**src/rtl/cu_write_command_arbiter_control_pkg.sv**
```systemverilog
// cu_write_command_arbiter_control_pkg: shared types and sizing for the CU write command arbiter
package cu_write_command_arbiter_control_pkg;
  localparam int WRITE_ARB_NUM_REQUESTORS = 4;
  localparam int WRITE_ARB_MAX_OUTSTANDING = 16;
  localparam int ARRAY_SIZE_BITS = 8;
  localparam int CU_ID_BITS = 4;
  localparam int ADDRESS_BITS = 32;
  localparam int DATA_BITS = 32;
  typedef enum logic [1:0] {IDLE, ACTIVE, DRAIN} cu_write_arb_state_t;
  typedef struct packed {
    logic [CU_ID_BITS-1:0] cu_id;
    logic [ADDRESS_BITS-1:0] address;
  } command_t;
  typedef struct packed {
    logic valid;
    command_t cmd;
  } command_buffer_line_t;
  typedef struct packed {
    logic valid;
    logic [DATA_BITS-1:0] data;
  } read_write_data_line_t;
  typedef struct packed {
    logic alm_full;
  } buffer_status_t;
  typedef struct packed {
    logic [CU_ID_BITS-1:0] cu_id;
  } response_t;
  typedef struct packed {
    logic valid;
    response_t cmd;
  } response_buffer_line_t;
  function automatic int wrap_inc(input int i, input int n);
    return (i + 1 == n) ? 0 : i + 1;
  endfunction
endpackage

```
**src/rtl/cu_write_command_arbiter_control_round_robin_arbiter.sv**
```systemverilog
// cu_write_command_arbiter_control_round_robin_arbiter: one-hot winner at or after the pointer
module cu_write_command_arbiter_control_round_robin_arbiter #(
  parameter int N = 4
) (
  input  logic [N-1:0]         request,
  input  logic [$clog2(N)-1:0] pointer,
  output logic [N-1:0]         winner,
  output logic [$clog2(N)-1:0] index
);
  localparam int IW = $clog2(N);
  logic found;
  always_comb begin
    winner = '0;
    index = '0;
    found = 1'b0;
    for (int i = 0; i < N; i++) begin
      if (!found && request[(int'(pointer) + i) % N]) begin
        found = 1'b1;
        winner[(int'(pointer) + i) % N] = 1'b1;
        index = IW'((int'(pointer) + i) % N);
      end
    end
  end
endmodule

```
**src/rtl/cu_write_command_arbiter_control.sv**
```systemverilog
// cu_write_command_arbiter_control: round-robin sharing of the write command buffer with credit throttle and drain
module cu_write_command_arbiter_control
  import cu_write_command_arbiter_control_pkg::*;
#(
  parameter int NUM_REQUESTORS  = WRITE_ARB_NUM_REQUESTORS,
  parameter int MAX_OUTSTANDING = WRITE_ARB_MAX_OUTSTANDING
) (
  input  logic                             clock,
  input  logic                             rstn,
  input  logic                             enabled_in,
  input  logic [NUM_REQUESTORS-1:0]        request_in,
  input  command_buffer_line_t             command_in [NUM_REQUESTORS],
  input  read_write_data_line_t            write_data_0_in [NUM_REQUESTORS],
  input  read_write_data_line_t            write_data_1_in [NUM_REQUESTORS],
  input  buffer_status_t                   write_command_buffer_status,
  input  response_buffer_line_t            write_response_in,
  output logic [NUM_REQUESTORS-1:0]        grant_out,
  output command_buffer_line_t             write_command_out,
  output read_write_data_line_t            write_data_0_out,
  output read_write_data_line_t            write_data_1_out,
  output logic [ARRAY_SIZE_BITS-1:0]       write_job_counter_done [NUM_REQUESTORS],
  output logic [$clog2(MAX_OUTSTANDING):0] outstanding_count_out,
  output logic                             idle_out,
  output logic                             error_out
);
  localparam int IW = $clog2(NUM_REQUESTORS);
  localparam int OW = $clog2(MAX_OUTSTANDING) + 1;
  cu_write_arb_state_t state, state_next;
  logic [IW-1:0] pointer, win_index;
  logic [NUM_REQUESTORS-1:0] win;
  logic [OW-1:0] outstanding, outstanding_next;
  logic issue, resp_empty, resp_bad, retire;
  cu_write_command_arbiter_control_round_robin_arbiter #(.N(NUM_REQUESTORS)) u_arb (
    .request(request_in),
    .pointer(pointer),
    .winner(win),
    .index(win_index)
  );
  always_comb begin
    issue = state == ACTIVE && enabled_in && |request_in && !write_command_buffer_status.alm_full
            && outstanding < OW'(MAX_OUTSTANDING);
    resp_empty = write_response_in.valid && outstanding == '0;
    resp_bad = write_response_in.valid && int'(write_response_in.cmd.cu_id) >= NUM_REQUESTORS;
    // a response with nothing in flight must not underflow the credit counter
    retire = write_response_in.valid && !resp_empty;
    outstanding_next = outstanding + OW'(issue) - OW'(retire);
    state_next = state == IDLE ? (enabled_in ? ACTIVE : IDLE)
               : enabled_in ? ACTIVE
               : state == ACTIVE ? DRAIN
               : outstanding == '0 ? IDLE : DRAIN;
  end
  always_ff @(posedge clock) begin
    if (rstn) begin
      state <= IDLE;
      pointer <= '0;
      outstanding <= '0;
      error_out <= 1'b0;
      grant_out <= '0;
      write_command_out <= '0;
      write_data_0_out <= '0;
      write_data_1_out <= '0;
      for (int i = 0; i < NUM_REQUESTORS; i++) write_job_counter_done[i] <= '0;
    end else begin
      state <= state_next;
      outstanding <= outstanding_next;
      error_out <= error_out | resp_empty | resp_bad;
      grant_out <= issue ? win : '0;
      write_command_out <= issue ? command_in[win_index] : '0;
      write_data_0_out <= issue ? write_data_0_in[win_index] : '0;
      write_data_1_out <= issue ? write_data_1_in[win_index] : '0;
      if (issue) pointer <= IW'(wrap_inc(int'(win_index), NUM_REQUESTORS));
      if (write_response_in.valid && !resp_bad)
        write_job_counter_done[write_response_in.cmd.cu_id[IW-1:0]] <=
          write_job_counter_done[write_response_in.cmd.cu_id[IW-1:0]] + ARRAY_SIZE_BITS'(1);
    end
  end
  assign idle_out = state == IDLE;
  assign outstanding_count_out = outstanding;
endmodule

```
**config.mk**
```make
export PLATFORM = sky130hd
export DESIGN_NAME = cu_write_command_arbiter_control
export DESIGN_NICKNAME = d
export VERILOG_FILES = /design/src/rtl/cu_write_command_arbiter_control_pkg.sv /design/src/rtl/cu_write_command_arbiter_control_round_robin_arbiter.sv /design/src/rtl/cu_write_command_arbiter_control.sv
export SDC_FILE = /design/constraint.sdc
export NUM_CORES = 1
export LEC_CHECK = 0
export BUFFER_PORTS_ARGS = -buffer_cell sky130_fd_sc_hd__buf_2
export CELL_PAD_IN_SITES_DETAIL_PLACEMENT = 1
export CELL_PAD_IN_SITES_GLOBAL_PLACEMENT = 1
export CORE_AREA = 2 2 222 224
export DETAILED_ROUTE_END_ITERATION = 16
export DIE_AREA = 0 0 224 226
export MAX_ROUTING_LAYER = met4
export PLACE_DENSITY_LB_ADDON = 0.1
export SETUP_SLACK_MARGIN = 0.5
export SYNTH_ARGS = -nofsm -noshare
export SYNTH_HDL_FRONTEND = slang
export SYNTH_SLANG_ARGS = --single-unit
```
**constraint.sdc**
```tcl
create_clock -name clock -period 3.22 [get_ports clock]
set_input_delay 0.322 -clock clock [delete_from_list [all_inputs] [get_ports clock]]
set_output_delay 0.322 -clock clock [all_outputs]
set_load 0.05 [all_outputs]
```
==> results.toml, run 1 <==
[run_status]
status = "completed"

[logic_synthesis]
synth_seq_area_share = 0.387
synthArstFlopShare = 0
netlist_area_um2 = 7710
synth_largest_area_cell = "dfxtp_1"
synthDistinctLibCells = 45
ys_seq_elements = 149
postSynthCellCount = 719
syn_nets = 1160
syn_area_per_cell_um2 = 10.7
synth_ff_type = "dfxtp_1"
synth_edf_count = 0
yosysWarnings = 0
yosys-top-cells-area = "dfxtp_1, mux2i_1, o22ai_1"
synth_top_area_frac = 0.387

[critical_path]
path_delay_family = "multiplexers"
crit_buf_inv = 3
path_cells = "inv_2, ha_4, mux4_2, a221o_1, a22oi_2, buf_4, buf_12, mux2i_1, o22ai_1"
slowest_stage = "mux4_2"
cp-start-kind = "register"
crit_type = "register to register"
crit_fanout = 21
cp.arrival_ps = 3230
cpPeakStageDelay_ps = 510
required_ps = 3580
end_kind = "register"

[global_routing]
gr-total-overflow = 0
grt_pass1_wl_um = 58600
grt_use_total = 0.169
grt_antenna_before_repair = 17
grt_start_max_net_pins = 56
grt_pass1_vias = 8719

[finish]
fillCellCount = 5660
nNetsFinal = 1765
final_layout_size_suffix_gt1_frac = 0.555
area_growth_pct = 68.4
final_common_cell = "buf_2"
layout_common_cells = "buf_2, mux2i_1, dfxtp_1, o22ai_1, nor2_1"

[clocking]
clock_path_buffers = 2
cts-htree-levels = 4
cts-root-buf = "clkbuf_16"
clk-insertion-delay-late_ps = 480
clock_sinks = 149
clk_pin_slew_ps = 70
numCtsBuffers = 17
cts_tree = "yes"

[drt]
wl_per_cell_um = 22.6
drt_first_pass_iters = 4
viasPerCell = 4.15
routed_wl_um = 44600
dr_total_vias = 8180
drtIter0Drc = 240
drc = 0
ant_nets = 0

[power_and_ir_drop]
seqPwrFrac = 0.315
p_comb_frac = 0.315
power_switching_w = 0.00193
p_int_w = 0.00426
power_density_nw_per_um2 = 477
leakagePower_nw = 6.63
vdd_ir_drop_max_uv = 324
p_clk_frac = 0.370
swShare = 0.312

[sta]
setup_viol = 0
skew_ps = 11.8
setup_slack_ps = 346
tns_ps = 0
rsz0062_at_grt = "true"
final_max_slew_viol_count = 0
min_period_over_period = 0.893
fmax_ghz = 0.348
worst_slew_pin_slew_ps = 571
final-hold-violation-count = 0
period_needed_ps = 2870
slew_headroom = 0.618

[die]
start_util = 0.160
num_rows = 81
fp.coreArea_um2 = 48300
die_y_um = 226
fp.dieW_um = 224
ioPinCount = 571
die_area_um2 = 50600

[place]
dp_slack_ps = 250
place.gp.congestion = 0.817
dp_hpwl_um = 34200
portBuffers = 570

[hold_path]
hp-class = "input port to register"

[job]
maxCapViolCount = 0
==> Yosys cell counts, types with 2 or more instances <==
library cell and n:
o22ai_1 102, a21o_1 3, nand4_1 2, nor2_1 48
clkbuf_4 7, xor2_1 2, mux4_2 12, nand3_1 6
a22o_1 6, xnor2_1 7, nor3_1 4, clkbuf_1 28
and2_1 2, ha_1 15, a211o_1 2, buf_6 5
a221oi_1 2, a21oi_1 8, inv_1 11, o21ai_0 2
mux2i_1 220, buf_2 7, nor2b_1 5, nand2_1 8
buf_1 3, buf_12 11, dfxtp_1 149, a211oi_1 25
==> cells by family (layout without fill, tap and decap cells) <==
family | count (synthesis) | after routing | share of synthesized area
fa+ha+maj | 16 | 16 | 0.0269
xor+xnor | 9 | 9 | 0.0102
other cells | 0 | 15 | 0
compound gates | 155 | 155 | 0.134
flops | 149 | 149 | 0.387
simple gates | 83 | 83 | 0.0493
buf+inv | 73 | 690 | 0.0696
mux | 234 | 234 | 0.323
==> power groups by stage <==
| stage | clock network [W] | registers [W] | logic [W] |
|---|---|---|---|
| 2_1_floorplan | 0 | 0.00217 | 0.000898 |
| 3_3_place_gp | 0 | 0.00199 | 0.00156 |
| 3_5_place_dp | 0 | 0.00199 | 0.00156 |
| 4_1_cts | 0.00242 | 0.00195 | 0.00173 |
| 5_1_grt | 0.00248 | 0.00196 | 0.00210 |
| 6_report | 0.00229 | 0.00195 | 0.00195 |
==> through the flow <==
stage	instances	hold WS [ps]	util	power [W]	instance area [um2]
after global placement	1886	448	0.234	0.00354	11300
after global routing	1971	74.3	0.269	0.00654	13000
after detailed placement	1886	458	0.234	0.00355	11300
after floorplan	719	412	-	0.00307	7760
after CTS	1935	40.2	0.255	0.00610	12300
final	1973	97.1	0.269	0.00620	13000
==> tightest hold or removal path, delay by kind of cell <==
family	cells	cell delay, ps
compound gates	1	90
mux	1	50
buf+inv	1	80
==> routing by layer <==
| layer | part of all wire | track usage | wire length, um |
|---|---|---|---|
| met5 | 0 | - | 0 |
| met1 | 0.38 | 0.178 | 17100 |
| met4 | 0.015 | 0.0475 | 652 |
| met2 | 0.54 | 0.303 | 24200 |
| met3 | 0.060 | 0.0548 | 2690 |
==> state kept, by name (all words and copies together), names as in the netlist <==
name and flops:
state 2, write_data_1_out 33, pointer 2, write_data_0_out 33
error_out 1, grant_out 4, write_command_out 37, write_job_counter_done 32
outstanding_count_out 5
==> area by class of cell <==
type | count | area [um2] | area share
Inverter | 11 | 43.8 | 0.00337
Antenna cell | 15 | 37.5 | 0.00289
Tap cell | 622 | 778 | 0.0599
Sequential cell | 149 | 2990 | 0.230
Clock buffer | 20 | 468 | 0.0360
Multi-Input combinational cell | 497 | 4450 | 0.342
Clock inverter | 11 | 170 | 0.0131
Timing Repair Buffer | 648 | 4060 | 0.312
==> what timing repair did <==
item / CTS / global route
buffers inserted: 12 / 12
pin swaps: 3 / 12
endpoints found under the hold margin: 1 / 0
setup endpoints to repair: 92 / 102
gates resized for setup: 19 / 64
gates cloned: 5 / 11
hold buffers: 1 / 0
==> path summary, 6_finish.rpt <==
path                       start                    to  slack [ps]  cells past startpoint
max                   pointer[1]   write_data_1_out[1]         350                      9
min          write_data_0_in[82]  write_data_0_out[16]         100                      3
max reg2reg           pointer[1]   write_data_1_out[1]         350                      9
min reg2reg            error_out             error_out         470                      2
(Power assumes the default switching activity.)
==> run 2: changes to the inputs <==
--- a/config.mk
+++ b/config.mk
@@ -8,9 +8,9 @@
 export BUFFER_PORTS_ARGS = -buffer_cell sky130_fd_sc_hd__buf_2
 export CELL_PAD_IN_SITES_DETAIL_PLACEMENT = 1
 export CELL_PAD_IN_SITES_GLOBAL_PLACEMENT = 1
-export CORE_AREA = 2 2 222 224
+export CORE_AREA = 4 4 217 219
 export DETAILED_ROUTE_END_ITERATION = 16
-export DIE_AREA = 0 0 224 226
+export DIE_AREA = 0 0 221 223
 export MAX_ROUTING_LAYER = met4
 export PLACE_DENSITY_LB_ADDON = 0.1
 export SETUP_SLACK_MARGIN = 0.5
==> run 2 against run 1 <==
  * Clock skew down 2.0 ps
  * Global-route usage increased by 0.68 points
  * Core utilization grew 1.5 points
  * Sequential cell count unchanged
  * First-iteration DRC count is 3.8% lower
  * Final cell count fell by 0.71%
  * Sequential power about the same
  * Largest cell class unchanged
==> results.toml, run 2 (same netlist as run 1, synthesis figures left out) <==
[run_status]
status = "completed"

[critical_path]
crit_fanout = 24
end_kind = "register"
cp-start-kind = "register"
required_ps = 3560
cp.arrival_ps = 3120
crit_type = "register to register"

[sta]
setup_viol = 0
skew_ps = 9.81
fmax_ghz = 0.360
rsz0062_at_grt = "true"
worst_slew_pin_slew_ps = 751
setup_slack_ps = 442
tns_ps = 0
final_max_slew_viol_count = 0
hold_slack_ps = 99.9
period_needed_ps = 2780
slew_headroom = 0.497
min_period_over_period = 0.863
final-hold-violation-count = 0

[drt]
viasPerCell = 4.18
ant_nets = 0
drc = 0
routed_wl_um = 44700
wl_per_cell_um = 22.8
dr_total_vias = 8194
drtIter0Drc = 231
drt_first_pass_iters = 4

[finish]
top_regs = "write_command_out: 37 flops, write_data_0_out: 33 flops, write_data_1_out: 33 flops"
final_layout_size_suffix_gt1_frac = 0.543
final_common_cell = "buf_2"
multiInputGateArea_um2 = 4360
area_growth_pct = 65.7
seq_area_um2 = 2990
fillCellCount = 5301
nNetsFinal = 1761
top_register = "write_command_out"
layout_common_cells = "buf_2, mux2i_1, dfxtp_1, o22ai_1, nor2_1"
largest_register_ffs = 37

[die]
fp.coreArea_um2 = 45100
start_util = 0.171
fp.dieW_um = 221
num_rows = 78
ioPinCount = 571
die_y_um = 223
die_area_um2 = 49300

[hold_path]
hp-class = "input port to register"

[clocking]
clock_sinks = 149
clk_pin_slew_ps = 70
numCtsBuffers = 17
cts-htree-levels = 4
cts_tree = "yes"
clock_path_buffers = 2
cts-root-buf = "clkbuf_16"
clk-insertion-delay-late_ps = 480

[place]
portBuffers = 570
dp_slack_ps = 124
dp_hpwl_um = 34800
place.gp.congestion = 0.849

[global_routing]
gr-total-overflow = 0
grt_pass1_vias = 8913
grt_pass1_wl_um = 61500
grt_use_total = 0.176
grt_antenna_before_repair = 28
grt_start_max_net_pins = 51

[power_and_ir_drop]
power_density_nw_per_um2 = 467
leakagePower_nw = 6.61
vdd_ir_drop_max_uv = 273

[job]
maxCapViolCount = 0
-- run 2: cell types whose count changed in the layout (fill, tap and decap cells not counted), sizes merged --
cell / change
diode: +11
clkinv: +4
buf: -2
bufinv: -2
clkbuf: -2
clkinvlp: -1
-- run 2: cell type report --
class / count / share of cell area
clock buffers: 20 / 0.0357
clock inverters: 12 / 0.00999
flip-flops and latches: 149 / 0.234
multi-input cells: 497 / 0.341
diodes: 26 / 0.00509
repair buffers: 644 / 0.312
inverters: 11 / 0.00362
well taps: 600 / 0.0587
-- run 2: final timing paths --
| kind | start | endpoint | slack (ps) | cells past startpoint |
|---|---|---|---|---|
| max | pointer[0] | write_data_0_out[32] | 440 | 10 |
| min | write_data_0_in[94] | write_data_0_out[28] | 100 | 3 |
| max reg2reg | pointer[0] | write_data_0_out[32] | 440 | 10 |
| min reg2reg | state[1] | state[1] | 480 | 1 |
-- run 2: stage by stage --
step / power (W) / cell area [um2] / utilization / instances
2_1_floorplan: 0.00307 / 7760 / - / 719
3_3_place_gp: 0.00355 / 11200 / 0.249 / 1858
3_5_place_dp: 0.00357 / 11200 / 0.249 / 1858
4_1_cts: 0.00592 / 12200 / 0.271 / 1909
5_1_grt: 0.00631 / 12800 / 0.283 / 1958
6_report: 0.00597 / 12800 / 0.283 / 1959
-- run 2: worst max-delay path, cell delays in order (launching register included) --
cell	delay (ps)
dfxtp_4	360
inv_4	50
ha_4	290
mux4_2	510
a221o_1	340
a22oi_2	170
buf_4	160
buf_12	150
buf_12	220
mux2i_4	290
o22ai_1	110
-- run 2: repair_timing --
item / 4_1_cts / 5_1_grt
gates resized for setup: 26 / 41
cloned: 6 / 8
buffers inserted: 12 / 16
hold endpoints to repair: 1 / 0
pin swaps: 4 / 17
setup endpoints to repair: 102 / 103
hold buffers: 1 / 0
-- run 2: power by group --
group	switching [W]	total (W)	internal, W
sequential	0.0000497	0.00195	0.00190
clock	0.000918	0.00210	0.00118
combinational	0.000930	0.00192	0.000993
-- run 2: metal layers --
metal	GRT usage	up-vias	wire length, um
li1	-	3967	-
met3	0.0761	35	3610
met5	-	-	0
met4	0.0586	0	801
met1	0.175	3884	16500
met2	0.311	308	23800
==> run 3: changes to the inputs <==
--- a/config.mk
+++ b/config.mk
@@ -13,6 +13,7 @@
 export DIE_AREA = 0 0 221 223
 export MAX_ROUTING_LAYER = met4
 export PLACE_DENSITY_LB_ADDON = 0.1
+export RECOVER_POWER = 25
 export SETUP_SLACK_MARGIN = 0.5
 export SYNTH_ARGS = -nofsm -noshare
 export SYNTH_HDL_FRONTEND = slang
==> run 3 against run 2 <==
  * Via count about the same
  * Non-clock buffer count did not move
  * Fmax about the same
  * Hold slack about the same
  * Critical path depth stayed put
  * Largest cell class unchanged
  * Sequential power about the same
  * Final cell count did not move
  * Clock power barely moved
  * Highest routed layer unchanged
  * Die area unchanged
  * Clock-buffer cell count is the same
  * Clock skew shrank 0.98 ps
==> results.toml, run 3 (same netlist as run 1, synthesis figures left out) <==
[drt]
drt_first_pass_iters = 4
dr_total_vias = 8201
wl_per_cell_um = 22.8
routed_wl_um = 44700
viasPerCell = 4.19
drc = 0
ant_nets = 0
drtIter0Drc = 200

[power_and_ir_drop]
leakagePower_nw = 6.30
power_density_nw_per_um2 = 470
vdd_ir_drop_max_uv = 274

[sta]
min_period_over_period = 0.863
final_max_slew_viol_count = 0
final-hold-violation-count = 0
tns_ps = 0
worst_slew_pin_slew_ps = 761
period_needed_ps = 2780
hold_slack_ps = 99.4
slew_headroom = 0.492
fmax_ghz = 0.360
setup_viol = 0
skew_ps = 8.83
rsz0062_at_grt = "true"

[clocking]
numCtsBuffers = 17
clock_path_buffers = 2
cts-root-buf = "clkbuf_16"
cts_tree = "yes"
cts-htree-levels = 4
clock_sinks = 149
clk-insertion-delay-late_ps = 480
clk_pin_slew_ps = 70

[global_routing]
grt_start_max_net_pins = 51
use_met2 = 0.311
grtUsageMet3 = 0.0761
grt_antenna_before_repair = 28
met1_usage = 0.175
grt_pass1_vias = 8913
gr-total-overflow = 0
busiest_layer = "met2"
grt_use_total = 0.176
grt_pass1_wl_um = 61500

[run_status]
status = "completed"

[die]
fp.coreArea_um2 = 45100
start_util = 0.171
ioPinCount = 571
fp.dieW_um = 221
die_y_um = 223
die_area_um2 = 49300
num_rows = 78

[finish]
fillCellCount = 5318
nNetsFinal = 1761
layout_common_cells = "buf_2, mux2i_1, dfxtp_1, o22ai_1, clkbuf_1"
multiInputGateArea_um2 = 4360
top_regs = "write_command_out: 37 flops, write_data_0_out: 33 flops, write_data_1_out: 33 flops"
fin_cells = 1959
area_growth_pct = 64.4
top_register = "write_command_out"
final_area_um2 = 12700
largest_register_ffs = 37
final_common_cell = "buf_2"
seq_area_um2 = 2990
final_layout_size_suffix_gt1_frac = 0.489

[critical_path]
cp.arrival_ps = 3120
end_kind = "register"
cp-start-kind = "register"
required_ps = 3570
crit_type = "register to register"
crit_fanout = 24

[place]
place_area_um2 = 11200
portBuffers = 570
placed_cells = 1858
place.gp.congestion = 0.849
dp_hpwl_um = 34800

[hold_path]
hp-class = "input port to register"

[job]
maxCapViolCount = 0
-- run 3: final timing paths --
path	start	end	slack (ps)	cells after the start
worst min register to register	state[1]	state[1]	490	1
worst max-delay path	pointer[0]	write_data_0_out[32]	440	10
worst max register to register	pointer[0]	write_data_0_out[32]	440	10
worst min-delay path	write_data_0_in[94]	write_data_0_out[28]	100	3
-- run 3: area by class of cell --
cell class	instances	share of cell area
timing repair buffer	644	0.307
clock buffer	20	0.0360
multi-input combinational	497	0.343
sequential	149	0.236
tap	600	0.0592
clock inverter	12	0.0101
antenna	26	0.00513
inverter	11	0.00365
-- run 3: report_power, final --
part	switching [W]	internal (W)	total, W
clock network	0.000919	0.00118	0.00210
registers	0.0000501	0.00190	0.00195
logic	0.000930	0.000982	0.00191
-- run 3: repair_timing --
| item | 4_1_cts | 5_1_grt |
|---|---|---|
| pin swaps | 4 | 17 |
| hold endpoints to repair | 1 | 0 |
| setup buffers | 12 | 16 |
| cloned | 6 | 8 |
| hold buffers | 1 | 0 |
| setup endpoints to repair | 102 | 103 |
| resized for setup | 26 | 41 |
-- run 3: layer usage --
metal,vias to the layer above,routed length [um]
met5,-,0
met4,0,850
met3,38,3710
met2,322,23800
met1,3874,16400
li1,3967,-
-- run 3: stage by stage --
stage / setup slack [ps] / utilization / total power [W]
2_1_floorplan: 342 / - / 0.00307
3_3_place_gp: 177 / 0.249 / 0.00355
3_5_place_dp: 124 / 0.249 / 0.00357
4_1_cts: 441 / 0.271 / 0.00592
5_1_grt: 323 / 0.281 / 0.00630
6_report: 441 / 0.281 / 0.00596
-- run 3: critical path: stages (launching register included) --
cell and delay (ps):
dfxtp_4 360, inv_4 50, ha_4 290, mux4_2 510, a221o_1 340, a22oi_2 170
buf_4 160, buf_12 150, buf_12 220, mux2i_4 290, o22ai_1 110
